`config.mk`:
```
export PLATFORM = sky130hd
export DESIGN_NAME = inst_dispatch_latch
export DESIGN_NICKNAME = d
export VERILOG_FILES = /design/src/rtl/inst_dispatch_latch.sv
export SDC_FILE = /design/constraint.sdc
export NUM_CORES = 1
export LEC_CHECK = 0
export CORE_AREA = 2 2 208 210
export DETAILED_ROUTE_END_ITERATION = 8
export DIE_AREA = 0 0 210 212
export HOLD_SLACK_MARGIN = 0.03
export PLACE_DENSITY = 0.55
export SYNTH_ARGS = -nofsm -noshare
export SYNTH_HDL_FRONTEND = slang
export SYNTH_SLANG_ARGS = --single-unit
```
`constraint.sdc`:
```
create_clock -name clk -period 1.65 [get_ports clk]
set_input_delay 0.495 -clock clk [delete_from_list [all_inputs] [get_ports clk]]
set_output_delay 0.495 -clock clk [all_outputs]
set_load 0.02 [all_outputs]
```
`src/rtl/inst_dispatch_latch.sv`:
```
// Dispatch latch between the instruction buffer and rename: registers one 4-wide group per cycle.
// Optional branch-checkpoint gating is compiled in with macro BRANCH_CKPT_CHECK_EN.

module inst_dispatch_latch_chk #(
  parameter int CKPT_NUM     = 8,
  parameter int CKPT_LOG     = 3,
  parameter int BRANCH_COUNT = 3,
  parameter bit GATED        = 1'b1
) (
  input logic                    clk,
  input logic                    reset,
  input logic                    take,
  input logic [BRANCH_COUNT-1:0] branch_count,
  input logic [CKPT_LOG:0]       free_ckpt
);

  // A taken group must never consume more checkpoints than are free.
  no_ckpt_underflow: assert property (@(posedge clk) disable iff (!reset)
    !(GATED && take && (32'(branch_count) > 32'(free_ckpt))));

  free_ckpt_in_range: assert property (@(posedge clk) disable iff (!reset)
    (32'(free_ckpt) <= 32'(CKPT_NUM)));

endmodule

module inst_dispatch_latch #(
  parameter int PKT_W        = 64,
  parameter int CKPT_NUM     = 8,
  parameter int CKPT_LOG     = 3,
  parameter int BRANCH_COUNT = 3
) (
  input  logic                    clk,
  input  logic                    reset,
  input  logic                    flush_i,
  input  logic                    instBufferReady_i,
  input  logic [PKT_W-1:0]        decodedPacket0_i,
  input  logic [PKT_W-1:0]        decodedPacket1_i,
  input  logic [PKT_W-1:0]        decodedPacket2_i,
  input  logic [PKT_W-1:0]        decodedPacket3_i,
  input  logic [BRANCH_COUNT-1:0] branchCount_i,
  input  logic                    stall_i,
  input  logic [CKPT_LOG:0]       ckptFree_i,
  output logic                    stallBuffer_o,
  output logic                    dispatchValid_o,
  output logic [PKT_W-1:0]        decodedPacket0_o,
  output logic [PKT_W-1:0]        decodedPacket1_o,
  output logic [PKT_W-1:0]        decodedPacket2_o,
  output logic [PKT_W-1:0]        decodedPacket3_o,
  output logic [BRANCH_COUNT-1:0] branchCount_o,
  output logic [CKPT_LOG:0]       freeCkpt_o
);

  localparam int CW = CKPT_LOG + 2;
  localparam logic [CKPT_LOG:0] CKPT_FULL = (CKPT_LOG+1)'(CKPT_NUM);

  logic                    take_s;
  logic                    ckpt_block_s;
  logic                    valid_q, valid_d;
  logic [PKT_W-1:0]        pkt0_q, pkt0_d;
  logic [PKT_W-1:0]        pkt1_q, pkt1_d;
  logic [PKT_W-1:0]        pkt2_q, pkt2_d;
  logic [PKT_W-1:0]        pkt3_q, pkt3_d;
  logic [BRANCH_COUNT-1:0] bcnt_q, bcnt_d;
  logic [CKPT_LOG:0]       free_s;

  assign stallBuffer_o = (valid_q & stall_i) | ckpt_block_s;
  assign take_s        = instBufferReady_i & ~stallBuffer_o & ~flush_i;

`ifdef BRANCH_CKPT_CHECK_EN
  logic [CKPT_LOG:0] free_q, free_d;
  logic [CW-1:0]     free_sum_s;

  // Consume on take and credit releases in the same cycle, saturating at the machine total.
  always_comb begin
    ckpt_block_s = (CW'(branchCount_i) > CW'(free_q));
    free_sum_s   = CW'(free_q) - (take_s ? CW'(branchCount_i) : {CW{1'b0}}) + CW'(ckptFree_i);
    if (free_sum_s > CW'(CKPT_NUM)) begin
      free_d = CKPT_FULL;
    end else begin
      free_d = free_sum_s[CKPT_LOG:0];
    end
  end

  // Free checkpoint counter.
  always_ff @(posedge clk or negedge reset) begin
    if (!reset) begin
      free_q <= CKPT_FULL;
    end else begin
      free_q <= free_d;
    end
  end

  assign free_s = free_q;
`else
  logic unused_ckpt_free_s;

  assign ckpt_block_s       = 1'b0;
  assign free_s             = CKPT_FULL;
  assign unused_ckpt_free_s = ^ckptFree_i;
`endif

  // Group latch: flush beats stall, a take loads, a stalled valid group holds, otherwise drain.
  always_comb begin
    valid_d = valid_q;
    pkt0_d  = pkt0_q;
    pkt1_d  = pkt1_q;
    pkt2_d  = pkt2_q;
    pkt3_d  = pkt3_q;
    bcnt_d  = bcnt_q;
    if (flush_i) begin
      valid_d = 1'b0;
    end else if (take_s) begin
      valid_d = 1'b1;
      pkt0_d  = decodedPacket0_i;
      pkt1_d  = decodedPacket1_i;
      pkt2_d  = decodedPacket2_i;
      pkt3_d  = decodedPacket3_i;
      bcnt_d  = branchCount_i;
    end else if (valid_q && stall_i) begin
      valid_d = valid_q;
    end else begin
      valid_d = 1'b0;
    end
  end

  // Output group registers.
  always_ff @(posedge clk or negedge reset) begin
    if (!reset) begin
      valid_q <= 1'b0;
      pkt0_q  <= {PKT_W{1'b0}};
      pkt1_q  <= {PKT_W{1'b0}};
      pkt2_q  <= {PKT_W{1'b0}};
      pkt3_q  <= {PKT_W{1'b0}};
      bcnt_q  <= {BRANCH_COUNT{1'b0}};
    end else begin
      valid_q <= valid_d;
      pkt0_q  <= pkt0_d;
      pkt1_q  <= pkt1_d;
      pkt2_q  <= pkt2_d;
      pkt3_q  <= pkt3_d;
      bcnt_q  <= bcnt_d;
    end
  end

  assign dispatchValid_o  = valid_q;
  assign decodedPacket0_o = pkt0_q;
  assign decodedPacket1_o = pkt1_q;
  assign decodedPacket2_o = pkt2_q;
  assign decodedPacket3_o = pkt3_q;
  assign branchCount_o    = bcnt_q;
  assign freeCkpt_o       = free_s;

  inst_dispatch_latch_chk #(
    .CKPT_NUM     (CKPT_NUM),
    .CKPT_LOG     (CKPT_LOG),
    .BRANCH_COUNT (BRANCH_COUNT),
`ifdef BRANCH_CKPT_CHECK_EN
    .GATED        (1'b1)
`else
    .GATED        (1'b0)
`endif
  ) u_chk (
    .clk          (clk),
    .reset        (reset),
    .take         (take_s),
    .branch_count (branchCount_i),
    .free_ckpt    (free_s)
  );

endmodule

```
==> impl_metrics.py, run 1 <==
metrics = {
    "timing": {
        "fin_crit_ns": 1.83,
        "rsz0062_at_grt": "true",
        "holdWs_ns": 0.362,
        "setup_viol": 258,
        "fin_crit_sh": 1.11,
        "finalClockSkew_ns": 0.0261,
        "finalHoldViolCount": 0,
        "finalWorstSetupSlack_ns": -0.176,
        "slew_viol_final": 0,
        "fmax_ghz": 0.548,
    },
    "synthesis": {
        "synthesis.area_mm2": 0.0105,
        "synth_area_leaders": "dfrtp_1 62%, mux2_4 29%, mux2_2 6.2%, buf_6 2.6%, buf_4 0.36%",
        "synth.avg_cell_area_um2": 18.9,
        "synth.distinct_cells": 10,
        "yosysWarnings": 0,
        "ys_ff_latch": 260,
        "synth.top_cell.area_share": 0.617,
        "synth-seq-area-share": 0.617,
        "synth_top_cell_by_area": "dfrtp_1",
        "syn_inst": 558,
    },
    "floorplan": {
        "start_util": 0.248,
        "core-area_mm2": 0.0425,
        "dieArea_mm2": 0.0445,
        "ios": 533,
        "die_w_um": 210,
        "die-height_um": 212,
        "rows": 76,
    },
    "run_status": {
        "status": "complete, but fails checks",
        "violations": "negative setup slack",
    },
    "setup_path": {
        "worstSetupStartpoint": "dispatchValid_o",
        "cpPeakStageDelay_ns": 0.41,
        "path_cells": "and2_4 > or3b_4 > buf_12 > buf_12 > mux2_4",
        "crit_top_cell": "buf_12",
        "timing.rr.start": "dispatchValid_o",
        "cp.arrival_ns": 2.26,
        "critPathMaxFanout": 22,
        "path_class": "reg2reg",
        "crit_slowest_cell": "or3b_4",
        "critPathRequiredTime_ns": 2.09,
        "crit_path_end_kind": "register",
        "worstSetupStartpointType": "register",
    },
    "clock_tree": {
        "numCtsBuffers": 31,
        "cts_sinks": 260,
        "clk_path_buf_depth": 3,
        "path_clk_slew_ns": 0.06,
        "ctsRootBufferMaster": "clkbuf_16",
        "htreeDepth": 1,
        "clk_latency_ns": 0.58,
        "cts_tree": "done",
    },
    "placed_design": {
        "pre_cts_slack_ns": -0.631,
        "dp_hpwl_mm": 24.6,
        "port_buffers": 524,
        "gp_congestion": 0.747,
        "numPlacedInstances": 1645,
    },
    "power": {
        "vdd_drop_max_mv": 1.04,
        "p_leak_nw": 8.55,
        "cellPowerDensity_mw_per_mm2": 1230,
    },
    "finish": {
        "fin_nets": 1435,
        "diodes": 0,
        "utilization": 0.417,
        "drive_gt1_frac": 0.550,
        "final_common_cell": "clkdlybuf4s50_1",
        "areaGrowthSynthToFinish_pct": 68.3,
        "finalNonFillerCells": 1738,
        "final_cell_mix": "262 x clkdlybuf4s50_1, 259 x dfrtp_1, 201 x mux2_4",
    },
    "routing": {
        "dr.first_iter.drc_count": 259,
        "vias": 6981,
        "dr.pass1.iters": 4,
        "drtAntennaViolNets": 0,
        "route.detailed.drc": 0,
        "routedWlPerCell_um": 18.7,
        "wirelength_mm": 32.5,
        "vias_per_cell": 4.02,
    },
    "grt": {
        "grt_first_pass_wirelength_mm": 48.8,
        "grt_pass1_vias": 7829,
        "antenna_found_initial": 2,
        "grt_overflow": 0,
        "grt_max_degree": 56,
        "track_usage": 0.141,
    },
    "min_path": {
        "holdCritPathClass": "in2async",
    },
    "job": {
        "cap_violations": 0,
    },
}
-- cell families after synthesis --
logic type | synth area share
and+or+nand+nor | 0.00238
muxes | 0.348
DFF | 0.617
other | 0.000713
buffers and inverters | 0.0311
-- layout make-up --
class,instances,area [um^2]
Fill cell,3936,24800
Sequential cell,260,6510
Timing Repair Buffer,607,5750
Multi-Input combinational cell,267,3710
Clock buffer,50,957
Tap cell,546,683
Clock inverter,8,129
-- worst max-delay path: cells and delay by family (launching register included) --
kind          cells  cell delay [ns]
simple gates      2             0.58
buf+inv           2             0.37
mux               1             0.31
flops             1             0.40
-- Yosys cell counts --
master	instances
buf_4	5
buf_6	24
conb_1	2
dfrtp_1	260
nor2_1	2
mux2_2	58
mux2_4	201
buf_2	4
or3b_1	1
and2_4	1
-- what timing repair did --
| item | CTS | global route |
|---|---|---|
| hold buffers | 1 | 0 |
| endpoints found under the setup margin | 513 | 404 |
| resized for setup | 1348 | 6 |
| endpoints found under the hold margin | 40 | 0 |
| buffers inserted | 33 | 1 |
-- worst paths after layout --
kind,endpoint,slack (ns),cells past startpoint
hold reg to reg,decodedPacket0_o[16],0.50,1
hold / removal,decodedPacket2_o[41],0.36,2
setup reg to reg,decodedPacket1_o[56],-0.18,5
min in group clk,dispatchValid_o,0.47,2
setup / recovery,decodedPacket1_o[56],-0.18,5
max in group asynchronous,decodedPacket2_o[23],0.69,4
-- flip-flops by register name (all words and copies together) (netlist names) --
register,count
decodedPacket1_o,64
decodedPacket0_o,64
decodedPacket2_o,64
branchCount_o,3
decodedPacket3_o,64
dispatchValid_o,1
-- report_power, final --
part           internal [mW]  switching [mW]  total [mW]
Combinational           3.64            2.80        6.44
Clock                   4.42            2.75        7.17
Sequential              7.48           0.717        8.19
-- stage by stage --
stage | power [mW] | setup TNS [ns] | instance area [um^2]
after global placement | 14.8 | -156.05 | 16800
after CTS | 22.1 | -34.33 | 17700
after detailed placement | 14.9 | -155.50 | 16800
after floorplan | 11.3 | -42.24 | 10600
final | 21.8 | -29.89 | 17700
after global routing | 22.8 | -42.40 | 17700
-- per-layer routing --
metal / vias to the layer above / share of wire / GRT usage
met1: 3450 / 0.38 / 0.159
li1: 3163 / - / -
met2: 319 / 0.49 / 0.247
met4: 4 / 0.022 / 0.0342
met5: - / 0.00083 / 0
met3: 45 / 0.10 / 0.0617
Note: power is estimated with default switching activity, not from simulation.
==> inputs of run 2 (changes only) <==
CORE_AREA = 2 2 209 211   (was 2 2 208 210)
DIE_AREA = 0 0 211 213   (was 0 0 210 212)
PLACE_DENSITY = 0.53   (was 0.55)
clock period = 2.1 ns   (was 1.65 ns; I/O delays follow)
==> impl_metrics.py, run 2 (synthesis results as in run 1) <==
metrics = {
    "run_status": {
        "status": "completed",
    },
    "setup_path": {
        "cp.arrival_ns": 1.39,
        "crit_buf_inv": 2,
        "reg2reg_to": "decodedPacket1_o[6]",
        "cp_top_family": "buffers and inverters",
        "path_cells": "clkdlybuf4s50_1 > and2_4 > buf_2",
        "timing.rr.start": "dispatchValid_o",
        "crit_slowest_cell": "clkdlybuf4s50_1",
        "cpPeakStageDelay_ns": 0.46,
        "reg2regPathDepth": 5,
        "path_class": "in2out",
        "worstSetupStartpointType": "input pin",
        "worstSetupStartpoint": "stall_i",
        "crit_path_end_kind": "output port",
        "critPathRequiredTime_ns": 1.47,
        "critPathMaxFanout": 3,
        "r2r_setup_slack_ns": 0.30,
    },
    "finish": {
        "utilization": 0.405,
        "final_common_cell": "clkdlybuf4s50_1",
        "fin_nets": 1393,
        "final_cell_mix": "262 x clkdlybuf4s50_1, 260 x dfrtp_1, 259 x dlygate4sd2_1",
        "drive_gt1_frac": 0.305,
        "diodes": 0,
        "stdcell_area_mm2": 0.0173,
        "areaGrowthSynthToFinish_pct": 64.1,
    },
    "power": {
        "cellPowerDensity_mw_per_mm2": 925,
        "p_leak_nw": 8.33,
        "vdd_drop_max_mv": 0.495,
    },
    "clock_tree": {
        "numCtsBuffers": 31,
        "cts_sinks": 260,
        "clk_latency_ns": 0.56,
        "ctsRootBufferMaster": "clkbuf_16",
        "htreeDepth": 1,
        "clk_path_buf_depth": 3,
        "path_clk_slew_ns": 0.06,
        "cts_tree": "done",
        "postCtsSetupBuffers": 0,
    },
    "routing": {
        "dr.pass1.iters": 4,
        "wl_met1_mm": 12.8,
        "vias": 6701,
        "route.detailed.drc": 0,
        "dr.first_iter.drc_count": 254,
        "wl_met2_mm": 15.7,
        "highest_layer": "met4",
        "drtAntennaViolNets": 0,
        "routedWlPerCell_um": 18.6,
        "vias_per_cell": 3.96,
        "wirelength_mm": 31.5,
        "wl_met3_mm": 2.26,
    },
    "timing": {
        "finalHoldViolCount": 0,
        "finalClockSkew_ns": 0.0186,
        "slew_viol_final": 0,
        "finalWorstSetupSlack_ns": 0.0808,
        "rsz0062_at_grt": "false",
        "fin_crit_sh": 0.962,
        "setup_viol": 0,
        "fmax_ghz": 0.495,
        "fin_crit_ns": 2.02,
    },
    "grt": {
        "grt_max_degree": 54,
        "grt_pass1_vias": 7271,
        "antenna_found_initial": 0,
        "grt_first_pass_wirelength_mm": 46.6,
        "grt_overflow": 0,
        "track_usage": 0.135,
    },
    "floorplan": {
        "start_util": 0.247,
        "die_w_um": 211,
        "rows": 76,
        "core-area_mm2": 0.0427,
        "die-height_um": 213,
        "ios": 533,
        "dieArea_mm2": 0.0449,
    },
    "placed_design": {
        "pre_cts_slack_ns": -0.347,
        "dp_hpwl_mm": 24.0,
        "placed_area_mm2": 0.0166,
        "port_buffers": 524,
        "gp_congestion": 0.728,
    },
    "min_path": {
        "hold_depth": 1,
        "holdCritPathClass": "reg2reg",
        "hold_start": "decodedPacket3_o[14]",
        "min_to": "decodedPacket3_o[14]",
    },
    "job": {
        "cap_violations": 0,
    },
}
-- run 2: changes by cell type in the layout (fill, tap and decap cells not counted), moves of 2 or more --
cell and delta:
buf_12 -7, buf_2 -116, buf_4 -31, buf_6 -148, bufinv_16 -3, clkbuf_1 +2
clkinv_2 +3, dlygate4sd2_1 +259, inv_6 -2
-- run 2: metal layers --
metal	vias to the layer above	global-route usage
li1	3100	-
met1	3299	0.168
met2	261	0.230
met3	41	0.0404
met4	0	0.0333
met5	-	0
-- run 2: cell type report --
class	count	area [um^2]
Multi-Input combinational cell	267	3710
Timing Repair Buffer	565	5410
Fill cell	4071	25400
Sequential cell	260	6510
Clock inverter	5	28.8
Clock buffer	51	951
Tap cell	546	683
-- run 2: power breakdown --
group | total [mW] | internal (mW) | switching [mW] | leakage (nW)
Combinational | 4.53 | 2.39 | 2.14 | 4.78
Clock | 5.15 | 3.05 | 2.09 | 0.485
Sequential | 6.32 | 5.87 | 0.447 | 3.06
-- run 2: worst max-delay path by stage --
stage                           endpoint  slack [ns]  cells past startpoint
floorplan            decodedPacket0_o[0]        0.12                      6
global placement           stallBuffer_o       -0.36                      3
detailed placement         stallBuffer_o       -0.35                      3
CTS                 decodedPacket1_o[42]        0.06                      1
global route        decodedPacket1_o[42]        0.05                      1
finish                     stallBuffer_o        0.08                      3
-- run 2: repair_timing --
action                                  in CTS  in global routing
hold buffers                                 1                  0
resized for setup                          266                  0
hold endpoints to repair                    27                  0
endpoints found under the setup margin     261                  0
-- run 2: metrics by stage --
| stage | hold slack, ns | TNS [ns] | cells | total power [mW] |
|---|---|---|---|---|
| finish | 0.497 | 0 | 1694 | 16.0 |
| global route | 0.510 | 0 | 1694 | 16.7 |
| CTS | 0.501 | 0 | 1694 | 16.3 |
| detailed placement | 0.491 | -73.59 | 1637 | 11.6 |
| global placement | 0.488 | -75.85 | 1637 | 11.6 |
| floorplan | 0.334 | 0 | 560 | 8.85 |
==> inputs of run 3 (changes only) <==
GPL_TIMING_DRIVEN = 0   (was default)
==> impl_metrics.py, run 3 (synthesis results as in run 1) <==
metrics = {
    "run_status": {
        "status": "completed",
    },
    "setup_path": {
        "path_class": "in2out",
        "reg2reg_to": "decodedPacket1_o[45]",
        "critPathMaxFanout": 3,
        "reg2regPathDepth": 6,
        "crit_path_end_kind": "output port",
        "cp.arrival_ns": 1.38,
        "worstSetupStartpointType": "input pin",
        "critPathRequiredTime_ns": 1.47,
        "r2r_setup_slack_ns": 0.22,
        "timing.rr.start": "dispatchValid_o",
    },
    "finish": {
        "finalNonFillerCells": 1690,
        "fin_nets": 1389,
        "areaGrowthSynthToFinish_pct": 64.0,
        "final_common_cell": "clkdlybuf4s50_1",
        "multi_input_area_mm2": 0.00371,
        "final_cell_mix": "262 x clkdlybuf4s50_1, 260 x dfrtp_1, 260 x dlygate4sd2_1",
        "stdcell_area_mm2": 0.0173,
        "regArea_mm2": 0.00651,
        "diodes": 0,
        "fillCellCount": 4082,
        "drive_gt1_frac": 0.306,
        "utilization": 0.405,
    },
    "grt": {
        "grt-busiest-layer": "met2",
        "met2_usage": 0.246,
        "grt_overflow": 0,
        "gr-usage-met3": 0.0449,
        "track_usage": 0.141,
        "grt_max_degree": 109,
        "antenna_found_initial": 1,
        "grt_first_pass_wirelength_mm": 48.2,
        "grt_pass1_vias": 7483,
        "met1_usage": 0.167,
    },
    "timing": {
        "finalClockSkew_ns": 0.00554,
        "finalHoldViolCount": 0,
        "relSlewSlack": 0.582,
        "fin_crit_sh": 0.956,
        "fmax_ghz": 0.498,
        "finalWorstSetupSlack_ns": 0.0934,
        "holdWs_ns": 0.498,
        "fin_setup_tns_ns": 0,
        "rsz0062_at_grt": "false",
        "worst_pin_slew_ns": 0.627,
        "setup_viol": 0,
        "fin_crit_ns": 2.01,
        "slew_viol_final": 0,
    },
    "clock_tree": {
        "clk_path_buf_depth": 3,
        "clk_latency_ns": 0.56,
        "htreeDepth": 1,
        "path_clk_slew_ns": 0.06,
        "cts_sinks": 260,
        "postCtsSetupBuffers": 0,
        "ctsRootBufferMaster": "clkbuf_16",
        "numCtsBuffers": 31,
        "cts_tree": "done",
    },
    "routing": {
        "route.detailed.drc": 0,
        "vias_per_cell": 4.02,
        "drtAntennaViolNets": 0,
        "routedWlPerCell_um": 19.5,
        "wirelength_mm": 33.0,
        "dr.pass1.iters": 4,
        "vias": 6795,
        "dr.first_iter.drc_count": 259,
    },
    "placed_design": {
        "gp_congestion": 0.740,
        "port_buffers": 524,
        "dp_hpwl_mm": 24.7,
        "placed_area_mm2": 0.0165,
        "pre_cts_slack_ns": -0.452,
        "numPlacedInstances": 1632,
    },
    "power": {
        "vdd_drop_max_mv": 0.581,
        "p_leak_nw": 8.32,
        "total_power_mw": 16.3,
        "cellPowerDensity_mw_per_mm2": 945,
    },
    "floorplan": {
        "core-area_mm2": 0.0427,
        "rows": 76,
        "start_util": 0.247,
        "ios": 533,
        "die-height_um": 213,
        "die_w_um": 211,
        "dieArea_mm2": 0.0449,
    },
    "min_path": {
        "hold_start": "decodedPacket1_o[2]",
        "holdCritPathClass": "reg2reg",
        "min_to": "decodedPacket1_o[2]",
        "hold_depth": 1,
    },
    "job": {
        "cap_violations": 0,
    },
}
run 3: changes by cell type in the layout (fill, tap and decap cells not counted), moves of 4 or more:
cell,change
buf_12,-14
buf_2,+4
buf_6,+24
buf_4,-21
clkbuf_1,-6
run 3: report_power, final:
group | total, mW | switching (mW) | internal [mW]
clock | 5.49 | 2.17 | 3.32
combinational | 4.53 | 2.16 | 2.37
sequential | 6.31 | 0.437 | 5.87
run 3: worst max-delay path: stages:
cell and delay, ns:
clkdlybuf4s50_1 0.45, and2_4 0.14, buf_2 0.16
run 3: how the worst max path moves through the flow:
stage                         startpoint                    to  slack, ns  depth (start not counted)
finish                           stall_i         stallBuffer_o       0.09                          3
global route        decodedPacket2_o[50]  decodedPacket2_o[50]       0.06                          1
CTS                                reset  decodedPacket3_o[14]       0.05                          4
detailed placement               stall_i  decodedPacket3_o[44]      -0.45                          7
global placement                   reset   decodedPacket2_o[0]     -11.88                          1
floorplan                        stall_i   decodedPacket0_o[0]       0.12                          6
run 3: repair_timing:
action / CTS / global route
cloned: 0 / 1
gates resized for setup: 264 / 0
endpoints found under the hold margin: 53 / 0
hold buffers: 1 / 0
endpoints found under the setup margin: 261 / 100
pin swaps: 0 / 0
run 3: per-layer routing:
layer,share of wire,vias to the layer above
met5,0.00039,-
met4,0.026,2
met3,0.080,49
met2,0.50,263
met1,0.39,3397
li1,-,3084
run 3: final cells by class:
class	instances	area share
sequential	260	0.376
timing repair buffer	528	0.290
buffer	33	0.0190
clock inverter	10	0.00608
multi-input combinational	267	0.215
clock buffer	46	0.0545
tap	546	0.0395
